### src/rtl/serial_shift_ctrl.sv
// Sequencer for a universal shift register: runs SLL/SRL/SRA as one parallel
// load, then shamt single-bit shifts, then captures the register output.
module serial_shift_ctrl #(
    parameter int N   = 32,
    parameter int SHW = 5
) (
    input  logic           clk,
    input  logic           rst,
    input  logic           start,
    input  logic [1:0]     op,
    input  logic [N-1:0]   operand,
    input  logic [SHW-1:0] shamt,
    output logic           busy,
    output logic           done,
    output logic [N-1:0]   result,
    output logic [N-1:0]   sr_I,
    output logic           sr_bit,
    output logic [1:0]     sr_S,
    input  logic [N-1:0]   sr_Q
);

    typedef enum logic [1:0] {
        IDLE    = 2'b00,
        LOAD    = 2'b01,
        SHIFT   = 2'b10,
        CAPTURE = 2'b11
    } state_t;

    localparam logic [1:0] OP_SLL = 2'b00;
    localparam logic [1:0] OP_SRL = 2'b01;
    localparam logic [1:0] OP_SRA = 2'b10;

    localparam logic [1:0] MODE_HOLD  = 2'b00;
    localparam logic [1:0] MODE_LEFT  = 2'b01;
    localparam logic [1:0] MODE_RIGHT = 2'b10;
    localparam logic [1:0] MODE_LOAD  = 2'b11;

    state_t         state;
    state_t         next_state;
    logic [SHW-1:0] count;
    logic [1:0]     op_q;
    logic [N-1:0]   operand_q;

    always_ff @(posedge clk or posedge rst) begin
        if (rst) begin
            state <= IDLE;
        end else begin
            state <= next_state;
        end
    end

    // Request capture, shift counting and result capture; done marks the cycle after CAPTURE.
    always_ff @(posedge clk or posedge rst) begin
        if (rst) begin
            count     <= '0;
            op_q      <= '0;
            operand_q <= '0;
            result    <= '0;
            done      <= 1'b0;
        end else begin
            done <= (state == CAPTURE);
            case (state)
                IDLE: begin
                    if (start) begin
                        op_q      <= op;
                        count     <= shamt;
                        operand_q <= operand;
                    end
                end
                SHIFT:   count  <= count - SHW'(1);
                CAPTURE: result <= sr_Q;
                default: begin
                end
            endcase
        end
    end

    always_comb begin
        next_state = state;
        case (state)
            IDLE:    if (start) next_state = LOAD;
            LOAD:    next_state = (count != '0) ? SHIFT : CAPTURE;
            SHIFT:   if (count == SHW'(1)) next_state = CAPTURE;
            CAPTURE: next_state = IDLE;
            default: next_state = IDLE;
        endcase
    end

    // Mode select depends only on registered state so start never reaches sr_S.
    always_comb begin
        sr_S   = MODE_HOLD;
        sr_bit = 1'b0;
        case (state)
            LOAD: sr_S = MODE_LOAD;
            SHIFT: begin
                case (op_q)
                    OP_SLL: sr_S = MODE_LEFT;
                    OP_SRL: sr_S = MODE_RIGHT;
                    OP_SRA: begin
                        sr_S   = MODE_RIGHT;
                        sr_bit = sr_Q[N-1];
                    end
                    default: sr_S = MODE_HOLD;
                endcase
            end
            default: sr_S = MODE_HOLD;
        endcase
    end

    assign sr_I = operand_q;
    assign busy = (state != IDLE);

endmodule

### config.mk
export PLATFORM = sky130hd
export DESIGN_NAME = serial_shift_ctrl
export DESIGN_NICKNAME = d
export VERILOG_FILES = /design/src/rtl/serial_shift_ctrl.sv
export SDC_FILE = /design/constraint.sdc
export NUM_CORES = 1
export LEC_CHECK = 0
export CAP_MARGIN = 40
export CORE_MARGIN = 8
export CORE_UTILIZATION = 35
export DETAILED_ROUTE_END_ITERATION = 8
export PLACE_DENSITY = 0.79
export REMOVE_ABC_BUFFERS = 1
export SYNTH_ARGS = -nofsm -noshare
export SYNTH_HDL_FRONTEND = slang
export SYNTH_SLANG_ARGS = --single-unit
export TNS_END_PERCENT = 50
### constraint.sdc
create_clock -name clk -period 2.6 [get_ports clk]
set_clock_uncertainty 0.15 [all_clocks]
set_input_delay 0.52 -clock clk [delete_from_list [all_inputs] [get_ports clk]]
set_output_delay 0.52 -clock clk [all_outputs]
set_load 0.005 [all_outputs]
==> out/metrics.cfg <==
[clocking]
clk_pin_slew_ps=80
cts.sinks=74
clockBufferDepth=2
cts_tree=yes
htreeDepth=3
cts_root_buf=clkbuf_8
cts_buffers=9
cts_hold_buf=0
cts_setup_buffers=0
clk_latency_ps=330

[placed_design]
globalplace.congestion=0.761
io_buffers=142
post-dp-hpwl_um=6150
dp_slack_ps=298

[worst_setup_path]
crit_arrival_ps=1790
critPathTopFamily=buffers and inverters
worstSetupPathType=reg2out
max_stage_delay_ps=520
crit_path_max_fanout=5
crit_slowest_cell=clkdlybuf4s50_1
worstPathRequired_ps=1930
crit_path_end_kind=primary output
path_buf_inv=2
cp-start-kind=flop
path_cells=inv_1, ha_2, a21oi_1, nor2b_1, clkdlybuf4s50_1

[yosys]
yosys_register_bits=74
yosysSeqAreaShare_pct=59.8
syn-instance-count=215
syn_area_mm2=0.00310
synth_cell_types=31
synth_warnings=0
syn_area_per_cell_um2=14.4

[global_route]
antenna_found_initial=0
busiest_layer=met2
grt_pass1_wl_um=12300
track_usage_pct=13.2
met1_usage_pct=13.3
gr-total-overflow=0
grt_use_met2_pct=23.2
grt_max_degree=64
use_met3_pct=5.76
grt_pass1_vias=2384

[finish]
nFillCells=731
nets=445
antenna_cells=0
area_growth_pct=55.9
drive_gt1_share_pct=25.5

[floorplan]
row_count=34
die_h_um=110
ios=143
core_area_mm2=0.00864
die_area_mm2=0.0121
start_util_pct=35.9
die_x_um=110

[outcome]
status=completed

[power_and_ir_drop]
intPower_w=0.00393
swShare_pct=30.1
power.leakage_nw=2.01
combinationalPowerShare_pct=49.3
p_per_area_mw_per_mm2=1170
p_sw_w=0.00170
peakVddDrop_mv=0.537
power_frac_clock_pct=13.8
p_seq_share_pct=36.8

[sta]
fmax_mhz=406
holdWs_ps=292
worstMarginPinSlew_ps=413
slew_headroom_pct=72.4
tns_ps=0
period_needed_ps=2460
rsz0062_at_grt=no
final.period_utilization_pct=94.7
worst_slack_ps=137
final_max_slew_viol_count=0
setup_viol=0
hold_viol=0

[route]
vias=2244
ant_nets=0
drt_pre_antenna_iters=4
drt_iter0_drc=72
wl_per_cell_um=16.9
wirelength_um=8060
avgViaCountPerCell=4.71
drc=0

[flow_run]
maxCapViolations=0

[hold_path]
hold_class=in2async

logic make-up after synthesis:
| kind of cell | count (synthesis) | synth area share [%] |
|---|---|---|
| compound gates | 21 | 4.48 |
| buf+inv | 21 | 3.39 |
| mux | 67 | 24.4 |
| fa+ha+maj | 8 | 3.23 |
| flops | 74 | 59.8 |
| simple gates | 24 | 4.77 |
cell usage after synthesis (all sizes together):
cell type / number / share of area (%)
a21oi: 6 / 0.97
o31a: 1 / 0.32
dfrtp: 74 / 60
nand4: 1 / 0.20
o311a: 1 / 0.32
or2: 1 / 0.20
or4b: 1 / 0.44
nor4b: 1 / 0.28
nor2: 3 / 0.36
and3: 3 / 0.61
inv: 10 / 1.2
or3b: 1 / 0.28
a22o: 1 / 0.28
ha: 8 / 3.2
or3: 1 / 0.24
o311ai: 1 / 0.28
nand3: 2 / 0.32
mux2: 67 / 24
o221ai: 1 / 0.28
o211ai: 4 / 0.97
o31ai: 1 / 0.24
buf: 9 / 1.9
clkbuf: 2 / 0.24
o21ai: 5 / 0.81
nor2b: 5 / 1.0
nand3b: 1 / 0.24
nand2b: 1 / 0.20
nand2: 3 / 0.36
power groups by stage:
| stage | registers [W] | logic, W | clock network (W) |
|---|---|---|---|
| final | 0.00207 | 0.00278 | 0.000780 |
| after global routing | 0.00215 | 0.00300 | 0.000861 |
| after CTS | 0.00208 | 0.00284 | 0.000817 |
| after detailed placement | 0.00210 | 0.00283 | 0 |
| after global placement | 0.00206 | 0.00277 | 0 |
| after floorplan | 0.00211 | 0.00120 | 0 |
layout by cell type, fill, tap and decap left out, types with 3 or more instances in the layout:
master,synthesis,routed
o211ai_1,4,4
a21oi_1,6,6
ha_1,8,7
nor2_1,3,3
nor2b_1,5,5
clkdlybuf4s50_1,0,142
o21ai_0,5,5
clkbuf_8,0,9
dfrtp_1,74,74
buf_4,0,4
nand2_1,3,3
and3_1,3,3
mux2_2,66,66
inv_1,10,9
metal layers:
metal  routed length, um  vias up
met5                   0        -
met4                 154        0
met3                 688       12
met2                4340       66
met1                2880     1113
li1                    -     1053
flip-flops by register name, indices dropped and copies added, names as in the netlist:
| name | flops |
|---|---|
| result | 32 |
| op_q | 2 |
| state | 2 |
| done | 1 |
| count | 5 |
| sr_I | 32 |
metrics by stage:
step | cell area, um^2 | std cells | util (%) | total power [W]
detailed placement | 4660 | 460 | 53.9 | 0.00493
floorplan | 3030 | 204 | - | 0.00331
global placement | 4660 | 460 | 53.9 | 0.00483
finish | 4830 | 476 | 55.9 | 0.00563
global route | 4830 | 476 | 55.9 | 0.00602
CTS | 4830 | 476 | 55.9 | 0.00573
path summary, 6_finish.rpt:
path | cells past startpoint | startpoint | end | slack (ps)
worst max-delay path | 5 | state[0] | sr_S[1] | 140
worst min-delay path | 2 | rst | result[22] | 290
worst max register to register | 6 | state[0] | sr_I[10] | 600
worst min register to register | 1 | sr_I[6] | sr_I[6] | 350
max in group asynchronous | 3 | rst | sr_I[4] | 1380
min in group clk | 1 | sr_I[6] | sr_I[6] | 350
what timing repair did:
item / 4_1_cts / 5_1_grt
resized for setup: 0 / 1
setup endpoints to repair: 0 / 1
endpoints found under the hold margin: 0 / 0
cell type report:
type                       instances  area [um^2]  area share (%)
clock inverter                     6         42.5           0.881
multi-input combinational        120         1140            23.7
tap                              108          135            2.80
clock buffer                      10          128            2.64
inverter                          10         37.5           0.777
sequential                        74         1850            38.3
timing repair buffer             148         1490            30.9
(Power assumes the default switching activity.)
